<file path="config.mk">
export PLATFORM = sky130hd
export DESIGN_NAME = csa_pipe_adder
export DESIGN_NICKNAME = d
export VERILOG_FILES = /design/src/rtl/csa_pipe_adder.sv
export SDC_FILE = /design/constraint.sdc
export NUM_CORES = 1
export LEC_CHECK = 0
export CORE_MARGIN = 1.5
export CORE_UTILIZATION = 35
export CTS_BUF_LIST = sky130_fd_sc_hd__clkbuf_8
export DETAILED_ROUTE_END_ITERATION = 10
export GPL_ROUTABILITY_DRIVEN = 1
export PLACE_DENSITY = 0.62
export REMOVE_ABC_BUFFERS = 1
export SLEW_MARGIN = 20
export SYNTH_ARGS = -nofsm -noshare
export SYNTH_HDL_FRONTEND = slang
export SYNTH_SLANG_ARGS = --single-unit
</file>
<file path="constraint.sdc">
create_clock -name clk -period 3.5 [get_ports clk]
set_input_delay 0.7 -clock clk [delete_from_list [all_inputs] [get_ports clk]]
set_output_delay 0.7 -clock clk [all_outputs]
set_load 0.005 [all_outputs]
</file>
<file path="src/rtl/csa_pipe_adder.sv">
// rtl/csa_pipe_adder.sv - pipelined carry-select adder/subtractor, one BLOCK-bit block resolved per stage
// Define CSA_PIPE_OVF_EN to add the registered signed-overflow output ovf.
module csa_pipe_adder #(
  parameter int N     = 16,
  parameter int BLOCK = 4
) (
  input  logic         clk,
  input  logic         rst,
  input  logic         in_valid,
  output logic         in_ready,
  input  logic [N-1:0] a,
  input  logic [N-1:0] b,
  input  logic         ci,
  input  logic         sub,
  output logic         out_valid,
  input  logic         out_ready,
  output logic [N-1:0] sum,
  output logic         co
`ifdef CSA_PIPE_OVF_EN
  ,
  output logic         ovf
`endif
);

  localparam int STAGES = N / BLOCK;

  logic [N-1:0] a_q [STAGES];
  logic [N-1:0] b_q [STAGES];
  logic [N-1:0] s_q [STAGES];
  logic         c_q [STAGES];
  logic         v_q [STAGES];

  logic [N-1:0] a_n [STAGES];
  logic [N-1:0] b_n [STAGES];
  logic [N-1:0] s_n [STAGES];
  logic         c_n [STAGES];
  logic         v_n [STAGES];

  logic stall;

  assign stall    = v_q[STAGES-1] & ~out_ready;
  assign in_ready = ~stall;

  for (genvar g = 0; g < STAGES; g++) begin : g_stage
    logic [N-1:0]   a_i, b_i, s_i, blk, mask;
    logic           c_i, v_i;
    logic [BLOCK:0] r0, r1, r;

    // Stage 0 folds subtraction into the operand: b inverted, carry-in inverted.
    if (g == 0) begin : g_first
      assign a_i = a;
      assign b_i = b ^ {N{sub}};
      assign s_i = '0;
      assign c_i = ci ^ sub;
      assign v_i = in_valid;
    end else begin : g_next
      assign a_i = a_q[g-1];
      assign b_i = b_q[g-1];
      assign s_i = s_q[g-1];
      assign c_i = c_q[g-1];
      assign v_i = v_q[g-1];
    end

    assign r0   = {1'b0, a_i[g*BLOCK +: BLOCK]} + {1'b0, b_i[g*BLOCK +: BLOCK]};
    assign r1   = r0 + {{BLOCK{1'b0}}, 1'b1};
    assign r    = c_i ? r1 : r0;
    assign blk  = N'(r[BLOCK-1:0]) << (g * BLOCK);
    assign mask = N'({BLOCK{1'b1}}) << (g * BLOCK);

    assign a_n[g] = a_i;
    assign b_n[g] = b_i;
    assign s_n[g] = (s_i & ~mask) | blk;
    assign c_n[g] = r[BLOCK];
    assign v_n[g] = v_i;
  end

  always_ff @(posedge clk or posedge rst) begin
    if (rst) begin
      for (int k = 0; k < STAGES; k++) begin
        a_q[k] <= '0;
        b_q[k] <= '0;
        s_q[k] <= '0;
        c_q[k] <= 1'b0;
        v_q[k] <= 1'b0;
      end
    end else if (!stall) begin
      for (int k = 0; k < STAGES; k++) begin
        a_q[k] <= a_n[k];
        b_q[k] <= b_n[k];
        s_q[k] <= s_n[k];
        c_q[k] <= c_n[k];
        v_q[k] <= v_n[k];
      end
    end
  end

  assign out_valid = v_q[STAGES-1];
  assign sum       = s_q[STAGES-1];
  assign co        = c_q[STAGES-1];

  // Last-stage operands matter only for the MSB carry; the rest is a sink.
  logic unused_tail;
  assign unused_tail = ^{a_q[STAGES-1], b_q[STAGES-1]};

`ifdef CSA_PIPE_OVF_EN
  // Carry into the MSB is recovered as sum^a^b at bit N-1.
  assign ovf = s_q[STAGES-1][N-1] ^ a_q[STAGES-1][N-1] ^ b_q[STAGES-1][N-1] ^ c_q[STAGES-1];
`endif

endmodule

</file>
== Yosys cells after proc, flatten, opt, wreduce, memory -nomap -nowiden ==
Index checks and enable logic that the tools add are counted.
Word-level totals
  output and inout bits: 19
  input port bits: 38
  memory bits (writable): 0
  memories: 0
  flip-flop bits (word level): 144
  word-level logic and storage cells: 38
  memory bits (read-only): 0
  bits in latches: 0
Cells by class
  div/mod/pow operators: 0
  equality and inequality tests: 0
  add/sub/neg operators: 8
  order comparisons: 0
  shift operators: 0
  reductions and logical operators: 0
  muxes and demuxes: 4
  multiply operators: 0
  bitwise logic cells: 8
Operators by type and width (count)
  4-bit by 4-bit adder with 5-bit output: 4
  5-bit by 1-bit adder with 5-bit output (second input constant): 4
  5-bit 2-to-1 mux: 4
  12-bit by 16-bit bitwise OR with 16-bit output: 1
  16-bit XOR: 1
  8-bit by 12-bit bitwise OR with 12-bit output: 1
  4-bit by 8-bit bitwise OR with 8-bit output: 1
  1-bit NOT: 2
  1-bit bitwise AND: 1
  1-bit XOR: 1

== Depth between registers and ports, before layout ==
Gate-level depths: netlist of run 1.
  depth after elaboration: 4
  depth in mapped cells: 9
  depth with buffers taken out: 7

== Worst setup path before layout of run 1 ==
OpenSTA, ideal clock, no wires.
  path type: input port to flip-flop
  start point: in sub
  end point: reg s_q (netlist bit g_stage[1].s_i[3])
  buffers on the path: 2
  data arrival time: 2.596 ns
  stages on the path: 8
  setup time: 0.124 ns
  path slack: 0.780 ns
  data required time: 3.376 ns
  path through: buf_4 -> buf_2 -> xor2_1 -> ha_1 -> and3_1 -> or3_1 -> and3_1 -> a211o_1
Between the ends
  longest elaborated chain between the ends: 4
  elaborated cells between the ends (all ways): 5
  those cells by class: 2 x add/sub; 1 x mux; 2 x bitwise
RTL lines
  start: declaration: RTL line 14  | input logic sub,
  16-bit XOR: RTL line 52  | assign b_i = b ^ {N{sub}};
  4-bit by 4-bit adder with 5-bit output: RTL line 64  | assign r0 = {1'b0, a_i[g*BLOCK +: BLOCK]} + {1'b0, b_i[g*BLOCK +: BLOCK]};
  5-bit by 1-bit adder with 5-bit output: RTL line 65  | assign r1 = r0 + {{BLOCK{1'b0}}, 1'b1};
  5-bit 2-to-1 mux *: RTL line 66  | assign r = c_i ? r1 : r0;
  end signal: indexed assignment: RTL line 90  | s_q[k] <= s_n[k];
  end: declaration: RTL line 29  | logic [N-1:0] s_q [STAGES];
Mark *: on every way between the ends. The rest lies on a longest branch, timed or not.
A chain may end at the register's enable or synchronous reset.

== Final worst setup path of run 1 ==
Same ends and word-level chain as after synthesis.

==> results.json, run 1 <==
{
  "rsz0062_at_grt": "no",
  "cts.sinks": 96,
  "io_pins": 57,
  "p_leak_nw": 2.674,
  "diodes": 0,
  "crit_fanout": 8,
  "start_util": 0.3614,
  "synth.distinct_cells": 37,
  "synth_warnings": 0,
  "endpoint_kind": "register",
  "cp_top_family": "adder cells",
  "hp-class": "register to register",
  "total_power_w": 0.004521,
  "drt_wl_total_um": 8753,
  "worstMarginPinSlew_ps": 631.2,
  "arrival_ps": 3090,
  "cp_slowest_stage_delay_ps": 620,
  "seqPwrFrac": 0.419,
  "hold_viol_final": 0,
  "fill_cells": 1345,
  "rr_startpoint": "g_stage[3].a_i[12]",
  "die_x_um": 117.6,
  "clk_latency_ps": 370,
  "postCtsSetupRepairBufs": 0,
  "cap_violations": 0,
  "synth_ff_type": "dfrtp_1",
  "drc": 0,
  "vdd_drop_max_uv": 223.2,
  "ys_seq_elements": 96,
  "h-tree-depth": 3,
  "grt_max_degree": 119,
  "drt_pass1_iterations": 5,
  "synth_top_area_cell": "dfrtp_1",
  "cts_tree": "yes",
  "clockBufferDepth": 2,
  "drtIter0Drc": 152,
  "cts_root_buffer": "clkbuf_8",
  "fp-row-count": 41,
  "grt_pass1_wl_um": 15100,
  "grt_pass1_vias": 3353,
  "clock_skew_ps": 8.045,
  "holdWs_ps": 461.1,
  "place.gp.congestion": 0.8437,
  "synth_edf_count": 0,
  "ant_nets": 0,
  "die_h_um": 117.6,
  "start_kind": "input pin",
  "dp_slack_ps": 273.7,
  "power-per-cell-area_nw_per_um2": 818.6,
  "critical_path_class": "input pin to register",
  "power_frac_comb": 0.436,
  "core_area_um2": 12720,
  "clkSlewWorstSetupHoldPaths_ps": 90,
  "timing.final.crit_period_ps": 2829,
  "cts_made_buffers": 9,
  "seq_area_frac_synth": 0.5224,
  "cts_resized": 0,
  "die-area_um2": 13830,
  "finalMaxSlewViolations": 0,
  "drive_gt1_frac": 0.05735,
  "power_frac_clock": 0.145,
  "hold_end": "g_stage[3].v_i",
  "fmax_mhz": 353.4,
  "cp_common_cell": "xor2_1",
  "worst-r2r-cell-count": 6,
  "slew_headroom": 0.5792,
  "antenna_found_initial": 0,
  "status": "finished clean",
  "cts_hold_buffers": 0,
  "min_from": "g_stage[3].v_i",
  "tns_ps": 0,
  "netlist_area_um2": 4598,
  "worst_path_max_delay_cell": "clkdlybuf4s50_1",
  "path_buf_inv": 1,
  "setup_slack_ps": 670.6,
  "dp_hpwl_um": 5964,
  "synth_area_leaders": "dfrtp_1, nand2_1, ha_1, xnor2_1, o21ai_0",
  "synth_most_common_cell": "nand2_1",
  "overflow": 0,
  "synth_top_area_share": 0.5224,
  "syn2layout_area_growth_pct": 20.11,
  "final_util": 0.4341,
  "internal-power_w": 0.002804,
  "min_period_over_period": 0.8084,
  "required_ps": 3760,
  "reg2reg_to": "co",
  "synth.avg_cell_area_um2": 9.105,
  "cp_cell_sequence": "clkdlybuf4s50_1 > xor2_1 > ha_1 > fa_1 > xor2_1 > a31oi_1 > and3_1 > a211o_1",
  "r2r_slack_ps": 1380,
  "synth_common_cells": "nand2_1, dfrtp_1, o21ai_0, ha_1, a21oi_1",
  "setup_viol": 0,
  "synth_cells": 505,
  "wl_per_cell_um": 11.99,
  "switching_share": 0.3797,
  "num_vias": 3451,
  "port_buffers": 56,
  "nNetsFinal": 615,
  "ys_async_sr_fraction": 1.000,
  "vias_per_cell": 4.727,
  "grt.total_usage": 0.1334,
  "whs_path_depth": 2,
  "switchingPower_w": 0.001716
}
==> worst max-delay path by stage <==
stage / from / endpoint / depth (start not counted)
after floorplan: out_ready / g_stage[1].c_i / 5
after global placement: sub / g_stage[1].s_i[3] / 8
after detailed placement: sub / g_stage[1].s_i[3] / 8
after CTS: sub / g_stage[1].s_i[3] / 8
after global routing: sub / g_stage[1].s_i[3] / 8
final: sub / g_stage[1].s_i[3] / 8
==> final cells by class <==
class                   instances  area [um2]  area share
repair buffers                 63       638.1      0.1155
inverters                       5       21.27    0.003851
well taps                     172       215.2     0.03897
flip-flops and latches         96        2402      0.4350
multi-input cells             378        2073      0.3754
clock inverters                 6       35.03    0.006343
clock buffers                  10       137.6     0.02492
==> layout by cell type, fill, tap and decap left out, types with 5 or more instances in the layout <==
master	instances
buf_4	5
xnor2_1	16
nand4_1	8
clkbuf_8	10
a21o_1	8
a21oi_1	18
ha_1	20
nand2_1	218
nand3_1	12
and3_1	6
o21ai_0	22
clkdlybuf4s50_1	56
dfrtp_1	96
xor2_1	6
==> registers in the layout, indices dropped and copies added (netlist names) <==
| signal | flops |
|---|---|
| g_stage.b_i | 24 |
| out_valid | 1 |
| g_stage.c_i | 3 |
| g_stage.a_i | 24 |
| g_stage.s_i | 24 |
| sum | 16 |
| co | 1 |
| g_stage.v_i | 3 |
==> stage by stage <==
step | instance area, um2 | cells
6_report | 5523 | 730
5_1_grt | 5523 | 730
4_1_cts | 5523 | 730
3_5_place_dp | 5350 | 714
3_3_place_gp | 5350 | 714
2_1_floorplan | 4487 | 479
==> worst reg2reg max path, stage by stage, from the launching register on <==
cell and delay, ps:
dfrtp_1 390, ha_1 240, fa_1 560, ha_1 210, nand3_2 110, o31a_1 320, o31ai_1 210
==> per-layer routing <==
layer  wire, um  global-route usage
met1       3927              0.1587
met2       4281              0.2281
met3        352             0.03295
met4        192             0.06021
met5          0                   0
==> power by group through the flow <==
stage / Combinational [W] / Clock (W) / Sequential [W]
3_3_place_gp: 0.00192 / 0 / 0.00191
3_5_place_dp: 0.00199 / 0 / 0.00193
5_1_grt: 0.00226 / 0.000720 / 0.00197
6_report: 0.00197 / 0.000654 / 0.00190
2_1_floorplan: 0.00142 / 0 / 0.00186
4_1_cts: 0.00200 / 0.000684 / 0.00191
==> logic make-up (layout without fill, tap and decap cells) <==
logic type | after synthesis | count (layout) | share of synthesized area
and+or+nand+nor | 261 | 261 | 0.2321
muxes | 4 | 4 | 0.008708
buffers and inverters | 31 | 84 | 0.02830
DFF | 96 | 96 | 0.5224
xor gates and xnor gates | 25 | 25 | 0.05252
AOI/OAI and AO/OA | 64 | 64 | 0.08409
adders and majority gates | 24 | 24 | 0.07184
Note: power is estimated with default switching activity, not from simulation.
==> run 2, diff against run 1 <==
==> constraint.sdc (replaced) <==
create_clock -name clk -period 2.9 [get_ports clk]
set_input_delay 0.58 -clock clk [delete_from_list [all_inputs] [get_ports clk]]
set_output_delay 0.58 -clock clk [all_outputs]
set_load 0.005 [all_outputs]
==> run 2 against run 1 <==
Net effect: sequential share of layout area fell by 0.32 points; largest power group unchanged; design area rose by 0.75%; hold slack better by 5.0 ps.
==> results.json, run 2 (synthesis results as in run 1) <==
{
  "status": "finished clean",
  "required_ps": 3160,
  "worst_path_max_delay_cell": "clkdlybuf4s50_1",
  "antenna_found_initial": 0,
  "drc": 0,
  "vias_per_cell": 4.700,
  "cp_cell_sequence": "clkdlybuf4s50_1 > xor2_1 > ha_1 > fa_1 > xor2_1 > a31oi_1 > and3_1 > a211o_1",
  "final_util": 0.4374,
  "postCtsSetupRepairBufs": 0,
  "die_x_um": 117.6,
  "drive_gt1_frac": 0.05914,
  "layout_common_cells": "nand2_1, dfrtp_1, clkdlybuf4s50_1",
  "min_period_over_period": 0.8858,
  "fp-row-count": 41,
  "wl_per_cell_um": 12.03,
  "drtIter0Drc": 193,
  "grt_max_degree": 119,
  "drt_pass1_iterations": 5,
  "cap_violations": 0,
  "timing.final.crit_period_ps": 2569,
  "setup_viol": 0,
  "num_vias": 3431,
  "vdd_drop_max_uv": 289.3,
  "endpoint_kind": "register",
  "dp_slack_ps": -86.88,
  "cp_common_cell": "xor2_1",
  "diodes": 0,
  "syn2layout_area_growth_pct": 21.01,
  "cts_tree": "yes",
  "cp_slowest_stage_delay_ps": 530,
  "fin_area_um2": 5564,
  "crit_path_start": "sub",
  "overflow": 0,
  "ant_nets": 0,
  "cts_root_buffer": "clkbuf_8",
  "crit_fanout": 6,
  "rr_startpoint": "g_stage[3].a_i[12]",
  "cts_resized": 0,
  "slew_headroom": 0.6814,
  "nNetsFinal": 615,
  "finalMaxSlewViolations": 0,
  "worstMarginPinSlew_ps": 477.9,
  "dp_hpwl_um": 5908,
  "core_area_um2": 12720,
  "hp-class": "register to register",
  "start_util": 0.3614,
  "clock_skew_ps": 10.60,
  "layout.cells.most_common": "nand2_1",
  "port_buffers": 56,
  "cts_made_buffers": 9,
  "clkSlewWorstSetupHoldPaths_ps": 100,
  "grt_pass1_wl_um": 15170,
  "grt_pass1_vias": 3413,
  "cts.sinks": 96,
  "power-per-cell-area_nw_per_um2": 1001,
  "critical_path_class": "input pin to register",
  "postPlaceCellArea_um2": 5363,
  "p_leak_nw": 2.685,
  "min_from": "g_stage[3].v_i",
  "clockBufferDepth": 2,
  "clk_latency_ps": 360,
  "path_buf_inv": 1,
  "drt_wl_total_um": 8779,
  "cp_top_family": "adder cells",
  "place.gp.congestion": 0.8744,
  "fmax_mhz": 389.3,
  "h-tree-depth": 3,
  "dp.cells": 714,
  "cts_hold_buffers": 0,
  "arrival_ps": 2830,
  "setup_slack_ps": 331.3,
  "fin_cells": 730,
  "grt.total_usage": 0.1323,
  "tns_ps": 0,
  "die_h_um": 117.6,
  "io_pins": 57,
  "start_kind": "input pin",
  "die-area_um2": 13830,
  "rsz0062_at_grt": "no",
  "hold_viol_final": 0
}
-- run 2: cell types whose count changed in the layout (fill, tap and decap cells not counted), sizes merged --
| cell | delta |
|---|---|
| inv | +1 |
| clkbuf | -1 |
| bufinv | +1 |
| clkinv | -1 |
-- run 2: final timing paths --
| kind | depth (start not counted) | slack [ps] | end |
|---|---|---|---|
| worst max-delay path | 8 | 330 | g_stage[1].s_i[3] |
| worst min-delay path | 2 | 470 | g_stage[3].v_i |
| worst max register to register | 6 | 740 | co |
| worst min register to register | 2 | 470 | g_stage[3].v_i |
| max in group asynchronous | 3 | 1680 | sum[12] |
| min in group asynchronous | 2 | 590 | g_stage[2].b_i[14] |
-- run 2: worst reg2reg max path, stage by stage (launching register included) --
cell and delay, ps:
dfrtp_1 400, ha_1 240, fa_1 570, ha_1 210, nand3_2 110, o31a_1 320
o31ai_1 230
-- run 2: metal layers --
metal,share of wire,vias up,GRT usage
li1,-,1744,-
met1,0.46,1619,0.1575
met2,0.49,54,0.2317
met3,0.038,14,0.02907
met4,0.017,0,0.05335
met5,0,-,0
-- run 2: final cells by class --
class / count / area (um2)
fillers: 1319 / 7158
clock inverters: 7 / 77.57
flip-flops and latches: 96 / 2402
well taps: 172 / 215.2
clock buffers: 9 / 123.9
multi-input cells: 378 / 2073
repair buffers: 63 / 650.6
inverters: 5 / 21.27
-- run 2: metrics by stage --
| stage | power (W) | hold slack [ps] |
|---|---|---|
| CTS | 0.005648 | 469.8 |
| floorplan | 0.003962 | 430.0 |
| finish | 0.005570 | 466.1 |
| detailed placement | 0.004736 | 447.9 |
| global placement | 0.004624 | 440.3 |
| global route | 0.006082 | 494.2 |
-- run 2: report_power, final --
group	switching (W)	leakage (nW)	total, W	internal [W]
combinational	0.00127	1.42	0.00240	0.00113
sequential	0.000347	1.16	0.00228	0.00193
clock	0.000487	0.101	0.000894	0.000408
total	0.00210	2.69	0.00557	0.00347
==> run 3, diff against run 2 <==
--- a/config.mk
+++ b/config.mk
@@ -5,6 +5,7 @@
 export SDC_FILE = /design/constraint.sdc
 export NUM_CORES = 1
 export LEC_CHECK = 0
+export ABC_CLOCK_PERIOD_IN_PS = 2900
 export CORE_MARGIN = 1.5
 export CORE_UTILIZATION = 35
 export CTS_BUF_LIST = sky130_fd_sc_hd__clkbuf_8
==> results of run 3 <==
Final layout, timing and power as in run 2 (identical DEF).
